File: src/rtl/regfile_pkg.sv
// regfile_pkg: shared register-file constants and types for the writeback path.
//   REG_ADDR_W / NUM_REGS  : register-file geometry (32 x WORD_LENGTH_DEF)
//   wb_state_t             : writeback output-stage state (IDLE / PEND)
//   REQ_*                  : conventional requester slots on the writeback arbiter
package regfile_pkg;

    localparam int REG_ADDR_W      = 5;
    localparam int NUM_REGS        = 32;
    localparam int WORD_LENGTH_DEF = 32;

    typedef enum logic {
        WB_IDLE = 1'b0,
        WB_PEND = 1'b1
    } wb_state_t;

    localparam int REQ_ALU = 0;
    localparam int REQ_LSU = 1;
    localparam int REQ_CSR = 2;

endpackage

File: src/rtl/regfile_wb_arbiter_rr.sv
// rr_arbiter: combinational round-robin picker.
//   req     in  N         request vector
//   en      in  1         grant allowed this cycle
//   ptr     in  IDX_W     highest-priority index for this cycle
//   gnt     out N         one-hot grant (zero when en=0 or no request)
//   gnt_idx out IDX_W     index of the granted request (0 when none)
module rr_arbiter #(
    parameter int N     = 3,
    parameter int IDX_W = $clog2(N)
) (
    input  logic [N-1:0]     req,
    input  logic             en,
    input  logic [IDX_W-1:0] ptr,
    output logic [N-1:0]     gnt,
    output logic [IDX_W-1:0] gnt_idx
);

    int   idx;
    logic found;

    // Walk N slots starting at ptr; the first requesting slot wins.
    always_comb begin
        gnt     = '0;
        gnt_idx = '0;
        found   = 1'b0;
        idx     = 0;
        for (int k = 0; k < N; k++) begin
            idx = (int'(ptr) + k) % N;
            if (en && !found && req[idx]) begin
                gnt[idx] = 1'b1;
                gnt_idx  = IDX_W'(idx);
                found    = 1'b1;
            end
        end
    end

endmodule

File: src/rtl/regfile_wb_arbiter.sv
// regfile_wb_arbiter: shares the register-file write port between NUM_REQ
// writeback sources with round-robin arbitration and a one-entry output stage.
//   clk, rst                 clock, async active-high reset
//   req_valid / req_ready    per-requester handshake (ready is one-hot or zero)
//   req_addr / req_data      packed per-requester address / data, slot i at [i*W +: W]
//   wb_stall                 holds the pending write and blocks new accepts
//   write_add/_data/_enable  straight to register_file write port
//   grant_id                 requester that owns the pending write
//   busy                     a write is pending
//   x0_drop_cnt              (only with WB_X0_DROP_CNT_EN) saturating count of
//                            accepted x0 writes
module regfile_wb_arbiter #(
    parameter int WORD_LENGTH = regfile_pkg::WORD_LENGTH_DEF,
    parameter int NUM_REQ     = 3,
    parameter int ADDR_W      = regfile_pkg::REG_ADDR_W
) (
    input  logic                           clk,
    input  logic                           rst,
    input  logic [NUM_REQ-1:0]             req_valid,
    output logic [NUM_REQ-1:0]             req_ready,
    input  logic [NUM_REQ*ADDR_W-1:0]      req_addr,
    input  logic [NUM_REQ*WORD_LENGTH-1:0] req_data,
    input  logic                           wb_stall,
    output logic [ADDR_W-1:0]              write_add,
    output logic [WORD_LENGTH-1:0]         write_data,
    output logic                           write_enable,
    output logic [$clog2(NUM_REQ)-1:0]     grant_id,
    output logic                           busy
`ifdef WB_X0_DROP_CNT_EN
    ,
    output logic [15:0]                    x0_drop_cnt
`endif
);
    import regfile_pkg::*;

    localparam int IDX_W = $clog2(NUM_REQ);

    wb_state_t             state_q, state_d;
    logic [IDX_W-1:0]      rr_ptr;
    logic [NUM_REQ-1:0]    gnt;
    logic [IDX_W-1:0]      gnt_idx;
    logic                  can_accept;
    logic                  grant_any;
    logic [ADDR_W-1:0]     win_addr;
    logic [WORD_LENGTH-1:0] win_data;

    // A new write may enter when the stage is empty or is draining this cycle.
    // Holding off during rst keeps ready low while reset is asserted.
    assign can_accept = ((state_q == WB_IDLE) || !wb_stall) && !rst;

    rr_arbiter #(.N(NUM_REQ), .IDX_W(IDX_W)) u_rr (
        .req     (req_valid),
        .en      (can_accept),
        .ptr     (rr_ptr),
        .gnt     (gnt),
        .gnt_idx (gnt_idx)
    );

    assign req_ready = gnt;
    assign grant_any = |gnt;
    assign win_addr  = req_addr[int'(gnt_idx)*ADDR_W +: ADDR_W];
    assign win_data  = req_data[int'(gnt_idx)*WORD_LENGTH +: WORD_LENGTH];

    // x0 writes occupy the stage like any other but never reach the file.
    assign busy         = (state_q == WB_PEND);
    assign write_enable = busy && !wb_stall && (write_add != '0);

    always_comb begin
        state_d = state_q;
        case (state_q)
            WB_IDLE: if (grant_any) state_d = WB_PEND;
            WB_PEND: if (!wb_stall) state_d = grant_any ? WB_PEND : WB_IDLE;
            default: state_d = WB_IDLE;
        endcase
    end

    always_ff @(posedge clk or posedge rst) begin
        if (rst) begin
            state_q    <= WB_IDLE;
            write_add  <= '0;
            write_data <= '0;
            grant_id   <= '0;
            rr_ptr     <= '0;
        end else begin
            state_q <= state_d;
            if (grant_any) begin
                write_add  <= win_addr;
                write_data <= win_data;
                grant_id   <= gnt_idx;
                rr_ptr     <= (gnt_idx == IDX_W'(NUM_REQ - 1)) ? '0 : gnt_idx + IDX_W'(1);
            end
        end
    end

`ifdef WB_X0_DROP_CNT_EN
    always_ff @(posedge clk or posedge rst) begin
        if (rst)
            x0_drop_cnt <= '0;
        else if (grant_any && win_addr == '0 && x0_drop_cnt != 16'hFFFF)
            x0_drop_cnt <= x0_drop_cnt + 16'd1;
    end
`endif

endmodule
File: config.mk
export PLATFORM = sky130hd
export DESIGN_NAME = regfile_wb_arbiter
export DESIGN_NICKNAME = d
export VERILOG_FILES = /design/src/rtl/regfile_pkg.sv /design/src/rtl/regfile_wb_arbiter_rr.sv /design/src/rtl/regfile_wb_arbiter.sv
export SDC_FILE = /design/constraint.sdc
export NUM_CORES = 1
export LEC_CHECK = 0
export BUFFER_PORTS_ARGS = -buffer_cell sky130_fd_sc_hd__buf_2
export CAP_MARGIN = 20
export CORE_MARGIN = 2
export CORE_UTILIZATION = 49
export DETAILED_ROUTE_END_ITERATION = 16
export PLACE_DENSITY = 0.87
export SYNTH_ARGS = -nofsm -noshare
export SYNTH_HDL_FRONTEND = slang
export SYNTH_SLANG_ARGS = --single-unit
File: constraint.sdc
create_clock -name clk -period 5.9 [get_ports clk]
set_clock_uncertainty 0.2 [all_clocks]
set_input_delay 0.885 -clock clk [delete_from_list [all_inputs] [get_ports clk]]
set_output_delay 0.885 -clock clk [all_outputs]
set_load 0.01 [all_outputs]
==> run metrics <==
Mapped Avg Cell Area=12.84 um^2; CTS tree=built; Worst IR Drop VDD=257.6 uV; met1 Use GR=26.04%; Post-CTS Hold Buffers=0; total CTS buffers=5; First-pass DRT Iterations=5; GR Util met2=37.87%; largest net degree at the start of global routing=43; Hold Crit Start=write_data[25]; n_diodes=0; fin. max-slew vios=0; pre-CTS worst setup slack=1.744 ns; RSZ-0062 raised after global routing=false; Pwr per Cell Area=474.7 mW/mm^2; clock sinks=42; R2R Path Start=rr_ptr[1]; hold depth=1; post-CTS sizing=0; Mapped Cells=228; Non-Filler Instances=460; synth warn=0; Worst Hold End=write_data[25]; Post-Route WL=7.121 mm; CP max FO=26; Antenna Violating Nets Remaining=0; CP required=5.88 ns; post-CTS setup buffers=0; CP endpoint kind=flop; total core area=0.005851 mm^2; final net count=505; via count=2,403; Worst EP arrival=3.83 ns; Total Power=0.001848 W; CP Class=input pin to flop; post-synth top area share=35.91%; fin crit period=3.852 ns; ranking of synthesized cells by area=dfrtp_1 36%, mux2_2 33%, mux2_4 10%, buf_6 2.3%, mux2_1 2.3%; RR Endpoint=write_data[12]; Vias/cell=5.224; wire per inst=15.48 um; Area Growth Syn to Fin=33.01%; final setup fails=0; Fmax achieved=0.2596 GHz; Total Routing Usage GR=21.57%; IO buf count=160; fin crit share=65.29%; Initial Util=50.02%; vias in the first global route=2,406; maximum clock insertion buffer count=2; first-pass GRT wire length=10.90 mm; status=finished, final reports clean; Worst-Skew Late Latency=0.28 ns; row count=28; DRC viols=0; Final Hold Fails=0; Static Leak=1.945 nW; dpl cell area=0.003759 mm^2; DPL Wire Length=5.416 mm; Fin Setup TNS=0 ns; sequential-to-total area share from yosys stat=35.91%; Synth Register Bits=42; hold crit path type=flop to flop; Critical Path Source Type=input pin; Net Count, Synth=349; MaxCap Viol Count=0; share of post-route cells with drive strength above 1=73.25%; grt ovf=0; synthesized area=0.002927 mm^2; Final Wtd Congestion=0.8447; actual slew at the worst max-slew pin=0.8793 ns; Post-Place Cells=451; Die X=81.28 um; final instance area=0.003892 mm^2; Synth cell types=35; initial drt markers=89; Slew HR=41.25%; die height=81.28 um; initial antenna violation count=0; Reg2Reg Setup Slack=2.24 ns; I/O pins=161; Worst Reg-to-Reg Cells=9; CTS Root Buffer Type=clkbuf_8; Synth area leader=dfrtp_1; Reg clk slew, reported paths=0.08 ns; GR Layer Usage met3=4.667%; GRT Max-Usage Layer=met2; die footprint=0.006606 mm^2; H-tree lvl count=2; PnR worst setup slack=2.048 ns
## metal layers
metal / share of wire [%] / wire length [um]
met1: 41 / 2916
met4: 1.6 / 112
met2: 52 / 3688
met5: 0 / 0
met3: 5.7 / 403
## cell families (layout without fill, tap and decap cells)
group                    after synthesis  count (layout)  synth area share (%)
AO/OA/AOI/OAI                         22              22                 6.029
adder cells (fa/ha/maj)                4               4                 1.710
AND/OR/NAND/NOR                       20              20                 4.019
multiplexers                         117             117                 47.37
buffers and inverters                 23             180                 4.959
flip-flops                            42              42                 35.91
## sequential cells by signal (all words and copies together), names as in the netlist
| name | cells |
|---|---|
| grant_id | 2 |
| busy | 1 |
| write_add | 5 |
| rr_ptr | 2 |
| write_data | 32 |
## worst max-delay path, cell delays in order
cell,delay (ns)
buf_2,0.12
a21oi_1,0.58
o211ai_1,0.25
a21oi_4,0.73
buf_4,0.36
mux2_2,0.36
mux2_2,0.27
mux2_4,0.26
## cell usage in the layout, fill, tap and decap left out, types with 2 or more instances in the layout
cell	count
nand2b_1	2
dfrtp_1	42
nand3b_1	3
nand2_1	6
a21oi_1	3
nand3_1	2
ha_1	4
inv_1	7
mux2_1	6
clkbuf_8	5
clkbuf_1	2
buf_4	3
mux2i_1	5
o211ai_1	3
mux2_2	86
buf_2	160
o21ai_0	4
mux2_4	20
## how the worst max path moves through the flow
stage | start | to
global placement | wb_stall | write_data[13]
floorplan | rst | write_add[0]
detailed placement | wb_stall | write_data[12]
CTS | wb_stall | write_data[12]
global route | wb_stall | write_data[12]
finish | wb_stall | write_data[12]
## power by group
| part | leakage, nW | total, W | switching (W) | internal [W] |
|---|---|---|---|---|
| combinational | 1.40 | 0.00111 | 0.000493 | 0.000612 |
| clock | 0.0524 | 0.000222 | 0.0000952 | 0.000127 |
| sequential | 0.495 | 0.000520 | 0.0000791 | 0.000441 |
## cell type report
type	count	area, um^2
fillers	473	1958
multi-input cells	163	1760
flip-flops and latches	42	1051
repair buffers	164	850.8
well taps	75	93.84
clock buffers	7	76.32
clock inverters	1	30.03
inverters	8	30.03
## synth_stat cells
| master | count |
|---|---|
| o21ai_1 | 1 |
| inv_1 | 8 |
| buf_2 | 8 |
| nor2b_1 | 1 |
| nand2_1 | 6 |
| nor2_1 | 1 |
| a31o_1 | 1 |
| ha_1 | 4 |
| a41oi_2 | 1 |
| nand3_1 | 2 |
| and3_1 | 1 |
| o21bai_1 | 1 |
| a311oi_4 | 1 |
| a21boi_0 | 1 |
| a41oi_1 | 1 |
| mux2i_1 | 5 |
| buf_6 | 6 |
| nand3b_1 | 3 |
| o21a_2 | 1 |
| or4_1 | 1 |
| a21oi_1 | 4 |
| mux2_4 | 20 |
| a31oi_1 | 1 |
| mux2_1 | 6 |
| buf_4 | 1 |
| a41o_1 | 1 |
| o21ai_0 | 4 |
| dfrtp_1 | 42 |
| and4bb_1 | 1 |
| nand2b_1 | 2 |
| nor3b_1 | 1 |
| o211ai_1 | 3 |
| a32oi_1 | 1 |
| mux2_2 | 86 |
| nand4_1 | 1 |
## stage by stage
stage	hold WS [ns]	utilization, %
floorplan	0.3316	-
global placement	0.2841	64.24
detailed placement	0.2883	64.24
CTS	0.3063	66.06
global route	0.3188	66.53
finish	0.3032	66.53
(Power assumes the default switching activity.)
